==> config.mk <==
export PLATFORM = sky130hd
export DESIGN_NAME = mem_arbiter
export DESIGN_NICKNAME = d
export VERILOG_FILES = /design/src/rtl/mem_arbiter.sv
export SDC_FILE = /design/constraint.sdc
export NUM_CORES = 1
export LEC_CHECK = 0
export ABC_AREA = 1
export CORE_MARGIN = 8
export CORE_UTILIZATION = 35
export DETAILED_ROUTE_END_ITERATION = 8
export PLACE_DENSITY = 0.64
export SYNTH_ARGS = -nofsm -noshare
export SYNTH_HDL_FRONTEND = slang
export SYNTH_SLANG_ARGS = --single-unit
export TNS_END_PERCENT = 1
==> constraint.sdc <==
create_clock -name clk -period 2.26 [get_ports clk]
set_input_delay 0.452 -clock clk [delete_from_list [all_inputs] [get_ports clk]]
set_output_delay 0.452 -clock clk [all_outputs]
set_load 0.005 [all_outputs]
==> src/rtl/mem_arbiter.sv <==
// mem_arbiter: round-robin arbiter sharing one memory controller between an
// instruction-fetch port (read only) and a data port (read/write).
module mem_arbiter #(
   parameter int TIMEOUT = 16
) (
   input  logic        clk,
   input  logic        rst,
   input  logic        m0_req,
   input  logic [31:0] m0_addr,
   output logic        m0_gnt,
   output logic        m0_rvalid,
   output logic [31:0] m0_rdata,
   input  logic        m1_req,
   input  logic        m1_we,
   input  logic [31:0] m1_addr,
   input  logic [31:0] m1_wdata,
   output logic        m1_gnt,
   output logic        m1_done,
   output logic [31:0] m1_rdata,
   output logic        resp_err,
   output logic        mem_rd,
   output logic        mem_wr,
   output logic [31:0] mem_addr,
   output logic [31:0] mem_wdata,
   input  logic [31:0] mem_rdata,
   input  logic        mem_error,
   input  logic        mem_busy
);
   typedef enum logic [1:0] {IDLE, ISSUE, CAPTURE, RESP} state_t;
   localparam int CW = $clog2(TIMEOUT + 1);

   state_t        r_state, w_next;
   logic [CW-1:0] r_cnt;
   logic          r_owner, r_last, r_we, r_err;
   logic [31:0]   r_addr, r_wdata, r_m0_rdata, r_m1_rdata;
   logic          w_start, w_pick, w_timeout, w_act, w_fin;

   assign w_start   = m0_req | m1_req;
   assign w_pick    = (m0_req & m1_req) ? ~r_last : m1_req;
   assign w_timeout = mem_busy && (r_cnt == CW'(TIMEOUT - 1));
   // w_fin: the cycle whose closing edge loads the response registers
   assign w_fin     = (r_state == CAPTURE) || (r_state == ISSUE && w_timeout);
   assign w_act     = (r_state == ISSUE) || (r_state == CAPTURE);

   always_ff @(posedge clk)
      if (rst) r_state <= IDLE;
      else     r_state <= w_next;

   always_comb begin
      w_next = r_state;
      case (r_state)
         IDLE:    w_next = w_start ? ISSUE : IDLE;
         ISSUE:   w_next = !mem_busy ? CAPTURE : (w_timeout ? RESP : ISSUE);
         CAPTURE: w_next = RESP;
         default: w_next = IDLE;
      endcase
   end

   always_ff @(posedge clk) begin
      if (rst) begin
         r_cnt      <= '0;
         r_owner    <= 1'b0;
         r_last     <= 1'b1;
         r_we       <= 1'b0;
         r_err      <= 1'b0;
         r_addr     <= '0;
         r_wdata    <= '0;
         r_m0_rdata <= '0;
         r_m1_rdata <= '0;
      end else begin
         if (r_state == IDLE && w_start) begin
            r_owner <= w_pick;
            r_we    <= w_pick & m1_we;
            r_addr  <= w_pick ? m1_addr : m0_addr;
            r_wdata <= m1_wdata;
            r_cnt   <= '0;
         end
         if (r_state == ISSUE && mem_busy && !w_timeout) r_cnt <= r_cnt + 1'b1;
         if (w_fin) begin
            r_err <= (r_state == CAPTURE) ? mem_error : 1'b1;
            if (!r_owner)  r_m0_rdata <= (r_state == CAPTURE) ? mem_rdata : '0;
            else if (!r_we) r_m1_rdata <= (r_state == CAPTURE) ? mem_rdata : '0;
         end
         if (r_state == RESP) r_last <= r_owner;
      end
   end

   assign m0_gnt    = (r_state == ISSUE) && (r_cnt == '0) && !r_owner;
   assign m1_gnt    = (r_state == ISSUE) && (r_cnt == '0) && r_owner;
   assign m0_rvalid = (r_state == RESP) && !r_owner;
   assign m1_done   = (r_state == RESP) && r_owner;
   assign resp_err  = (r_state == RESP) && r_err;
   assign mem_rd    = w_act && !r_we;
   assign mem_wr    = w_act && r_we;
   assign mem_addr  = w_act ? r_addr : '0;
   assign mem_wdata = w_act ? r_wdata : '0;
   assign m0_rdata  = r_m0_rdata;
   assign m1_rdata  = r_m1_rdata;
endmodule
After elaboration in Yosys (flattened, before gate mapping)
Index checks and enable logic that the tools add are counted.

Bits in registers: 139. Input port bits: 135. Output and inout port bits: 135.

$add $sub $neg: 1. Eq/ne operators: 4. Muxes and demuxes: 12. Bitwise operators: 6. Reductions and logical operators: 23.

Operators with widths (count): two-way mux 32 bit (4); logical AND 1 bit (13); two-way mux 5 bit (2); one-hot mux 2 bit (3 select lines) (1); adder 5 x 1 -> 5 bit, second input constant (1); equality test 5 x 4 -> 1 bit, second input constant (1); zero test 5 bit (1); equality test 2 bit, second input constant (2); two-way mux 2 bit (2); zero test 1 bit (3); two-way mux 1 bit (3); inverter 1 bit (3); AND reduction 3 bit (1); bitwise AND 1 bit (2); equality test 2 x 1 -> 1 bit, second input constant (1); zero test 2 bit (1); logical OR 1 bit (2); AND reduction 2 bit (1); nonzero test 2 bit (1); OR 1 bit (1).

Depth between registers and ports, before layout
Gate-level depths: netlist of the first run.

Depth in word-level cells: 5. Mapped depth: 11. Depth with buffers taken out: 10.

Least setup slack after synthesis of the first run
No wires, ideal clock.

Path kind: reg2out. Start: reg r_state[1]. End: out mem_addr[22]. Data arrival time: 1.320 ns. Path slack: 0.488 ns. Cell stages (with the launch flop): 7. Cells stage by stage: dfxtp_1 > inv_1 > ha_1 > buf_2 > buf_1 > nand2_1 > inv_1.

Cells in the longest elaborated chain, start to end: 3.

Ends and longest elaborated chain: start: declaration (line 32) `state_t r_state, w_next;`; start signal: assignment (line 47) `else r_state <= w_next;`; equality test 2 x 1 -> 1 bit / equality test 2 bit (equally long branches) (line 43) `assign w_act = (r_state == ISSUE) || (r_state == CAPTURE);`; logical OR 1 bit (*) (line 43); two-way mux 32 bit (*) (line 95) `assign mem_addr = w_act ? r_addr : '0;`; end: declaration (line 23) `output logic [31:0] mem_addr,`.

Every way passes the cells marked *; elsewhere a longest branch is shown, timed or not.

Worst setup path in the final report of the first run
Start: reg r_state[0]. End: out mem_addr[10].

Same word-level chain as after synthesis.

==> impl_metrics.toml, run 1 <==
[sta]
skew_ns = 0.0102
fmax_mhz = 444
tightest_slew_ns = 0.436
fin_crit_sh = 0.996
rsz0062_at_grt = "true"
drv_slew = 0
period_needed_ns = 2.25
relSlewSlack = 0.709
hold_violations = 0
setup_viol = 0

[routing]
via_per_inst = 4.25
route.detailed.drc = 0
ant_nets = 0
via_count = 6952
routed_wl_mm = 21.7
wl_per_cell_um = 13.2
firstDrtPassIters = 4
drt_iter0_drc = 309

[global_route]
grt_pass1_vias = 6501
grt_pass1_wl_mm = 34.0
overflow = 0
antenna_found_initial = 0
grt_max_degree = 76
grt.total_usage = 0.177

[clock_tree]
clock_path_buffers = 2
cts_buffers = 17
clock-sinks = 139
root_buffer = "clkbuf_16"
holdBufCountCts = 0
cts_tree = "yes"
clk_latency_ns = 0.41
clk_pin_slew_ns = 0.06
cts.htree.levels = 4

[final_layout]
drive_above_1_share = 0.0897
area.sequential_mm2 = 0.00279
syn_to_final_growth_pct = 52.5
final_area_mm2 = 0.0104
final_cells = 1637
n_fill_cell = 2022
nets = 1502
diodes = 0
post-route-util = 0.537
multi_input_area_mm2 = 0.00297

[synth]
syn_area_per_cell_um2 = 6.15
synth_area_mm2 = 0.00679
synth_fp_nets = 1247
synth_seq_cells = 139
synth_cells = 1104
ys_seq_area_frac = 0.410
ys_types = 20
yosys_warnings = 0

[setup_path]
worstSetupPathType = "reg -> out"
critPathLaunchType = "flop"
critPathCaptureType = "output port"
cp.required_ns = 1.81
crit_arrival_ns = 1.80
worstPathMaxFanout = 7

[placement]
gp_congestion = 0.790
placed_area_mm2 = 0.00973
place_inst = 1595
hpwl_mm = 15.5
io_buffers = 269

[power_and_ir_drop]
powerDensity_mw_per_mm2 = 728
total_power_mw = 7.54
ir_drop_v = 0.000581
p_leak_nw = 5.70

[floorplanning]
io_pins = 270
die_w_um = 155
die_h_um = 155
core_mm2 = 0.0193
row_count = 51
die_area_mm2 = 0.0241
start_util = 0.352

[run]
drv_cap = 0

[worst_hold_path]
hold_class = "reg -> reg"

[run_status]
status = "complete, no violations"
metrics by stage:
step           hold slack (ns)  setup TNS, ns  setup WS, ns
2_1_floorplan            0.429              0         0.488
3_3_place_gp             0.461              0         0.151
3_5_place_dp             0.468              0         0.103
4_1_cts                  0.483         -0.287       -0.0961
5_1_grt                  0.500         -0.825       -0.0681
6_report                 0.481              0       0.00968
logic make-up after synthesis:
kind of cell | synth area share
AND/OR/NAND/NOR | 0.349
buffers and inverters | 0.159
flip-flops | 0.410
AO/OA/AOI/OAI | 0.0676
adder cells (fa/ha/maj) | 0.0147
cell type report:
class                           count  area share
Multi-Input combinational cell    706       0.286
Timing Repair Buffer              299       0.284
Sequential cell                   139       0.269
Inverter                          196      0.0712
Clock buffer                       19      0.0437
Tap cell                          265      0.0320
Clock inverter                     13      0.0137
sequential cells by signal, summed over array words and instances, names as in the netlist:
register and cells:
r_state 2, r_err 1, r_cnt 5, m1_rdata 32, r_addr 32, r_last 1, r_owner 1, r_wdata 32
r_we 1, m0_rdata 32
Yosys cell counts:
cell      instances  share of area
or2_2             2         0.0018
buf_1             5         0.0028
nor3_1            2         0.0015
nand4_1           1        0.00092
o21ai_2           1         0.0013
nand2_4           3         0.0050
o21ai_0          67          0.049
inv_1           193           0.11
dfxtp_1         139           0.41
nor2_4            1         0.0017
clkbuf_1         16         0.0088
buf_6             6          0.010
ha_1              8          0.015
a21oi_1          23          0.017
nand3_1          40          0.029
buf_2            30          0.022
nor2_1          270           0.15
nand2_1         288           0.16
inv_2             3         0.0017
buf_4             6         0.0066
where the power goes:
part	switching (mW)	total, mW	internal, mW
registers	0.139	2.84	2.70
logic	0.958	1.92	0.960
clock network	1.10	2.78	1.69
what timing repair did:
action	4_1_cts	5_1_grt
pin swaps	1	1
setup buffers	7	1
resized for setup	113	60
cloned	2	0
setup endpoints to repair	68	32
endpoints found under the hold margin	0	0
cells in the final DEF, fill, tap and decap left out, types with 2 or more instances in the layout:
| master | count |
|---|---|
| nand2_1 | 279 |
| nor2_1 | 270 |
| clkdlybuf4s50_1 | 199 |
| inv_1 | 191 |
| dfxtp_1 | 137 |
| o21ai_0 | 67 |
| nand3_1 | 40 |
| dlygate4sd2_1 | 28 |
| clkbuf_2 | 27 |
| a21oi_1 | 23 |
| clkbuf_16 | 17 |
| buf_12 | 13 |
| buf_4 | 11 |
| nand2_2 | 9 |
| buf_2 | 8 |
| ha_1 | 6 |
| inv_2 | 4 |
| clkinv_2 | 4 |
| dlymetal6s2s_1 | 4 |
| nand2_4 | 3 |
| clkinvlp_4 | 3 |
| clkinv_4 | 3 |
| buf_6 | 3 |
| nor3_1 | 2 |
| or2_2 | 2 |
| clkbuf_8 | 2 |
| bufinv_16 | 2 |
| inv_6 | 2 |
| buf_16 | 2 |
| clkdlybuf4s15_1 | 2 |
| dfxtp_2 | 2 |
metal layers:
| metal | track usage | vias up | share of wire |
|---|---|---|---|
| met5 | 0 | - | 0 |
| li1 | - | 3728 | - |
| met2 | 0.288 | 201 | 0.45 |
| met1 | 0.206 | 3008 | 0.44 |
| met3 | 0.0829 | 15 | 0.10 |
| met4 | 0.0430 | 0 | 0.0087 |
final timing paths:
check / start / end / slack, ns / depth (start not counted)
setup / recovery: r_state[0]$_SDFF_PP0_ / mem_addr[10] / 0.01 / 8
hold reg to reg: m1_rdata[23]$_SDFFE_PP0P_ / m1_rdata[23]$_SDFFE_PP0P_ / 0.48 / 2
setup reg to reg: r_cnt[1]$_SDFFE_PP0P_ / m0_rdata[26]$_SDFFE_PP0P_ / 0.43 / 11
hold / removal: m1_rdata[23]$_SDFFE_PP0P_ / m1_rdata[23]$_SDFFE_PP0P_ / 0.48 / 2
critical path, cell delays in order, from the launching register on:
cell and delay (ns):
dfxtp_2 0.33, inv_2 0.05, ha_4 0.26, buf_12 0.13, buf_12 0.13, buf_16 0.14, nand2_1 0.06, inv_1 0.03
dlygate4sd2_1 0.25
Power figures use the tool's default switching activity.
==> run 2, diff against run 1 <==
--- a/config.mk
+++ b/config.mk
@@ -9,7 +9,8 @@
 export CORE_MARGIN = 8
 export CORE_UTILIZATION = 35
 export DETAILED_ROUTE_END_ITERATION = 8
-export PLACE_DENSITY = 0.64
+export HOLD_SLACK_MARGIN = 0.1
+export PLACE_DENSITY = 0.66
 export SYNTH_ARGS = -nofsm -noshare
 export SYNTH_HDL_FRONTEND = slang
 export SYNTH_SLANG_ARGS = --single-unit
==> constraint.sdc (replaced) <==
create_clock -name clk -period 2 [get_ports clk]
set_input_delay 0.4 -clock clk [delete_from_list [all_inputs] [get_ports clk]]
set_output_delay 0.4 -clock clk [all_outputs]
set_load 0.005 [all_outputs]
==> run 2 against run 1 <==
Against the previous run:
- worst setup slack worse by 0.031 ns
- count of clock-buffer cells in the layout is 1 higher
- cell count up 0.61%
- the run now ends with negative setup slack left
==> impl_metrics.toml, run 2 (synthesized netlist as in run 1, its figures left out) <==
[final_layout]
layout_common_cells = "269 x nor2_1, 268 x nand2_1, 198 x clkdlybuf4s50_1, 177 x inv_1, 135 x dfxtp_1"
nets = 1512
diodes = 0
final_area_mm2 = 0.0105
n_fill_cell = 1942
syn_to_final_growth_pct = 54.9
drive_above_1_share = 0.140
final_common_cell = "nor2_1"

[run]
drv_cap = 0

[placement]
hpwl_mm = 15.8
placed_area_mm2 = 0.00982
io_buffers = 269
gp_congestion = 0.791

[floorplanning]
start_util = 0.352
die_h_um = 155
io_pins = 270
core_mm2 = 0.0193
die_w_um = 155
die_area_mm2 = 0.0241
row_count = 51

[power_and_ir_drop]
ir_drop_v = 0.000537
total_power_mw = 9.00
powerDensity_mw_per_mm2 = 857
p_leak_nw = 5.68

[clock_tree]
root_buffer = "clkbuf_16"
clk_pin_slew_ns = 0.06
cts.htree.levels = 4
clock-sinks = 139
cts_tree = "yes"
clk_latency_ns = 0.41
holdBufCountCts = 0
clock_path_buffers = 2
cts_buffers = 17

[setup_path]
r2r.worst_path.cells = 11
crit_chain = "inv_2 > ha_4 > buf_6 > clkbuf_16 > nand2_4 > inv_2 > buf_6"
worstSetupPathType = "reg -> out"
cp.depth = 7
critPathCaptureType = "output port"
worst-path-buf-inv = 5
critPathSlowestCell = "dfxtp_2"
crit_arrival_ns = 1.62
critPathMaxStageDelay_ns = 0.33
path_delay_family = "buffers and inverters"
critPathLaunchType = "flop"
cp.required_ns = 1.60
worstPathMaxFanout = 7

[sta]
skew_ns = 0.00992
fmax_mhz = 495
rsz0062_at_grt = "true"
tightest_slew_ns = 0.509
setup_viol = 10
finalWorstSetupSlack_ns = -0.0212
relSlewSlack = 0.660
fin_crit_sh = 1.01
hold_violations = 0
period_needed_ns = 2.02
drv_slew = 0

[global_route]
grt.total_usage = 0.177
grt_max_degree = 84
overflow = 0
grt_pass1_vias = 6570
antenna_found_initial = 1
grt_pass1_wl_mm = 34.0

[worst_hold_path]
hold_depth = 2
hold_class = "reg -> reg"

[routing]
wl_per_cell_um = 13.4
firstDrtPassIters = 5
drt_iter0_drc = 268
routed_wl_mm = 22.0
via_per_inst = 4.32
ant_nets = 0
via_count = 7111
route.detailed.drc = 0

[run_status]
failed_checks = "negative setup slack"
status = "finished, violations left"
==> run 2: changes by cell type in the layout (fill, tap and decap cells not counted), moves of 3 or more <==
cell,before,now
clkbuf_2,27,38
dlymetal6s2s_1,4,0
nand2_1,279,268
inv_1,191,177
buf_6,3,12
bufinv_16,2,5
clkinv_2,4,1
dlygate4sd2_1,28,2
buf_4,11,20
buf_2,8,21
inv_2,4,18
nand2_2,9,13
nand2_4,3,8
==> run 2: worst reg2reg max path, stage by stage, from the launching register on <==
cell and delay, ns:
dfxtp_2 0.37, ha_1 0.18, nand2_1 0.07, nor2_1 0.10, ha_1 0.17, nand3_1 0.12
nand2_4 0.23, nand2_8 0.14, buf_4 0.20, nand2_1 0.06, nand2_1 0.05, nor2_1 0.10
==> run 2: through the flow <==
step | util | hold WS, ns | instances | TNS, ns | setup WS, ns
finish | 0.546 | 0.478 | 1647 | -0.111 | -0.0212
global route | 0.546 | 0.503 | 1647 | -3.32 | -0.116
CTS | 0.552 | 0.483 | 1644 | -8.70 | -0.252
detailed placement | 0.510 | 0.464 | 1603 | -0.0941 | -0.0214
global placement | 0.510 | 0.460 | 1603 | -0.0145 | -0.00582
floorplan | - | 0.429 | 1104 | 0 | 0.280
==> run 2: metal layers <==
layer,vias to the layer above,track usage,share of wire
li1,3755,-,-
met1,3079,0.209,0.43
met2,248,0.278,0.45
met3,27,0.0835,0.10
met4,2,0.0591,0.018
met5,-,0,0.00041
==> run 2: where the power goes <==
group          switching [mW]  internal (mW)
registers               0.168           3.05
clock network            1.25           2.30
logic                    1.13           1.11
==> run 2: final timing paths <==
kind | from | end | slack (ns)
max | r_state[1]$_SDFF_PP0_ | mem_addr[6] | -0.02
min | m1_rdata[16]$_SDFFE_PP0P_ | m1_rdata[16]$_SDFFE_PP0P_ | 0.48
max reg2reg | r_cnt[1]$_SDFFE_PP0P_ | m0_rdata[19]$_SDFFE_PP0P_ | 0.18
min reg2reg | m1_rdata[16]$_SDFFE_PP0P_ | m1_rdata[16]$_SDFFE_PP0P_ | 0.48
==> run 2: layout make-up <==
type                            count  area (um^2)  share of cell area
Multi-Input combinational cell    706         3060               0.291
Timing Repair Buffer              309         2930               0.279
Sequential cell                   139         2790               0.265
Inverter                          196          737              0.0701
Clock buffer                       20          457              0.0434
Tap cell                          265          332              0.0315
Clock inverter                     12          209              0.0199
==> run 2: timing repair <==
item                                    CTS  global route
endpoints found under the setup margin   71           109
pin swaps                                 1            10
buffers inserted                          6             6
gates cloned                              3             2
resized for setup                       145           163
==> run 3, diff against run 2 <==
--- a/config.mk
+++ b/config.mk
@@ -5,12 +5,12 @@
 export SDC_FILE = /design/constraint.sdc
 export NUM_CORES = 1
 export LEC_CHECK = 0
-export ABC_AREA = 1
+export CAP_MARGIN = 20
 export CORE_MARGIN = 8
 export CORE_UTILIZATION = 35
 export DETAILED_ROUTE_END_ITERATION = 8
 export HOLD_SLACK_MARGIN = 0.1
-export PLACE_DENSITY = 0.66
+export PLACE_DENSITY = 0.69
 export SYNTH_ARGS = -nofsm -noshare
 export SYNTH_HDL_FRONTEND = slang
 export SYNTH_SLANG_ARGS = --single-unit
==> run 3 against run 2 <==
Against the previous run:
- the run still ends with negative setup slack left
- sequential power shrank 4%
- highest routed layer is now met4
- count of clock-buffer cells in the layout unchanged
- synthesized cell count shrank 35%
- total power is 8.2% lower
==> impl_metrics.toml, run 3 <==
[worst_hold_path]
hp-start = "r_wdata[2]$_SDFFE_PP0P_"
hold_class = "reg -> reg"

[floorplanning]
die_w_um = 148
start_util = 0.354
die_area_mm2 = 0.0218
core_mm2 = 0.0171
die_h_um = 148
io_pins = 270
row_count = 48

[synth]
synth_edf_count = 0
syn_area_per_cell_um2 = 8.41
synth_seq_cells = 139
synthSimpleGateAreaFrac = 0.201
synth_adder_area_share = 0.0165
synthXorXnorAreaFrac = 0
synth_compound_area_frac = 0.211
synth_fp_nets = 864
synth_area_mm2 = 0.00606
yosysMostFrequentCell = "dfxtp_1"
synth_cells = 721
ys_seq_area_frac = 0.459
synth_top_area_cell = "dfxtp_1"
synth_top_family_by_area = "compound AO/OA/AOI/OAI gates"
netlist_top_cells_count = "139 x dfxtp_1, 102 x a21oi_1, 69 x nand2_1"
yosys_warnings = 0
yosysTopAreaCellShare = 0.459
ys.flop_type = "dfxtp_1"
async_flop_share = 0
yosys-top-cells-area = "dfxtp_1 46%, a21oi_1 8.4%, and2_1 6.7%, nand3_1 5.6%, mux2i_1 5.3%"
synth_mux_area_frac = 0.0528
ys_types = 37

[setup_path]
worstSetupPathType = "reg -> out"
cp-startpoint = "r_state[1]$_SDFF_PP0_"
cp.required_ns = 1.60
rr_startpoint = "r_cnt[0]$_SDFFE_PP0P_"
critPathCaptureType = "output port"
crit_arrival_ns = 1.66
critPathLaunchType = "flop"
worstPathMaxFanout = 7

[clock_tree]
clock-sinks = 139
clk_pin_slew_ns = 0.06
clock_path_buffers = 2
cts.htree.levels = 4
cts_tree = "yes"
cts_buffers = 17
clk_latency_ns = 0.42
root_buffer = "clkbuf_16"

[routing]
drt_iter0_drc = 324
via_count = 6100
ant_nets = 0
routed_wl_mm = 22.0
wl_per_cell_um = 18.0
firstDrtPassIters = 5
via_per_inst = 4.98
route.detailed.drc = 0

[run_status]
status = "finished, violations left"
failed_checks = "negative setup slack"

[placement]
place_inst = 1180
gp_congestion = 0.789
dp_slack_ns = -0.0353
hpwl_mm = 15.1
placed_area_mm2 = 0.00915
io_buffers = 269

[global_route]
grt.total_usage = 0.194
grt_max_degree = 54
grt_pass1_vias = 6046
antenna_found_initial = 0
grt_pass1_wl_mm = 33.4
overflow = 0

[final_layout]
nets = 1131
syn_to_final_growth_pct = 63.8
final_common_cell = "clkdlybuf4s50_1"
drive_above_1_share = 0.212
layout_common_cells = "197 x clkdlybuf4s50_1, 137 x dfxtp_1, 102 x a21oi_1, 69 x nand2_1, 68 x nand3_1"
n_fill_cell = 1550
final_area_mm2 = 0.00993
diodes = 0
final_cells = 1226

[run]
drv_cap = 0

[power_and_ir_drop]
p_leak_nw = 3.82
comb_power_share = 0.248
power_frac_clock = 0.377
p_switching_mw = 2.30
p_seq_frac = 0.375
sw_frac_of_total = 0.278
ir_drop_v = 0.000638
powerDensity_mw_per_mm2 = 833
power.internal_mw = 5.97

[sta]
hold_slack_ns = 0.452
hold_violations = 0
skew_ns = 0.00831
fin_crit_sh = 1.03
rsz0062_at_grt = "true"
setup_viol = 56
drv_slew = 0
finalWorstSetupSlack_ns = -0.0559
tightest_slew_ns = 0.732
relSlewSlack = 0.512
finalSetupTns_ns = -1.42
fmax_mhz = 486
period_needed_ns = 2.06
[run 3: cell count changes in the layout (fill, tap and decap cells not counted), moves of 29 or more]
cell,before,now
mux2i_1,0,32
inv_1,177,6
nor2_1,269,38
and2_1,0,38
nand2_1,268,69
nand3_1,39,68
a21oi_1,23,102
[run 3: logic make-up (layout without fill, tap and decap cells)]
| logic type | Yosys count | after routing |
|---|---|---|
| compound gates | 211 | 211 |
| flops | 139 | 139 |
| fa+ha+maj | 8 | 8 |
| buf+inv | 80 | 360 |
| simple gates | 251 | 251 |
| mux | 32 | 32 |
[run 3: power by group through the flow]
stage | clock, mW | combinational (mW) | sequential [mW]
final | 3.12 | 2.05 | 3.10
after global routing | 3.32 | 2.22 | 3.12
after CTS | 3.19 | 1.89 | 3.09
after detailed placement | 0 | 1.75 | 3.15
after global placement | 0 | 1.73 | 3.15
after floorplan | 0 | 0.840 | 3.11
[run 3: path summary, 6_finish.rpt]
path / to / slack [ns] / cells past startpoint
setup / recovery: mem_addr[7] / -0.06 / 6
hold / removal: r_wdata[2]$_SDFFE_PP0P_ / 0.45 / 2
setup reg to reg: r_cnt[3]$_SDFFE_PP0P_ / 0.20 / 6
hold reg to reg: r_wdata[2]$_SDFFE_PP0P_ / 0.45 / 2
[run 3: final cells by class]
| cell class | instances | area [um^2] | share of cell area |
|---|---|---|---|
| inverters | 10 | 37.5 | 0.00378 |
| clock buffers | 20 | 447 | 0.0450 |
| well taps | 225 | 282 | 0.0283 |
| repair buffers | 318 | 3170 | 0.319 |
| flip-flops and latches | 139 | 2790 | 0.280 |
| multi-input cells | 502 | 3070 | 0.309 |
| clock inverters | 12 | 140 | 0.0141 |
[run 3: per-stage QoR]
stage,power (mW),utilization
global placement,4.88,0.535
detailed placement,4.90,0.535
CTS,8.18,0.571
floorplan,3.95,-
finish,8.27,0.580
global route,8.66,0.580
[run 3: worst max-delay path, stage by stage, from the launching register on]
cell,delay [ns]
dfxtp_2,0.34
inv_2,0.05
ha_4,0.31
buf_12,0.14
clkbuf_16,0.15
and2_4,0.14
buf_6,0.09
[run 3: per-layer routing]
layer / up-vias / part of all wire / GRT usage
li1: 3020 / - / -
met1: 2841 / 0.41 / 0.228
met2: 202 / 0.49 / 0.320
met3: 37 / 0.070 / 0.0605
met4: 0 / 0.029 / 0.0831
met5: - / 0 / 0
[run 3: timing repair]
action | 4_1_cts | 5_1_grt
hold buffers | 0 | 0
hold endpoints to repair | 0 | 0
gates cloned | 3 | 4
pin swaps | 15 | 23
setup buffers | 6 | 2
endpoints found under the setup margin | 71 | 70
gates resized for setup | 240 | 96
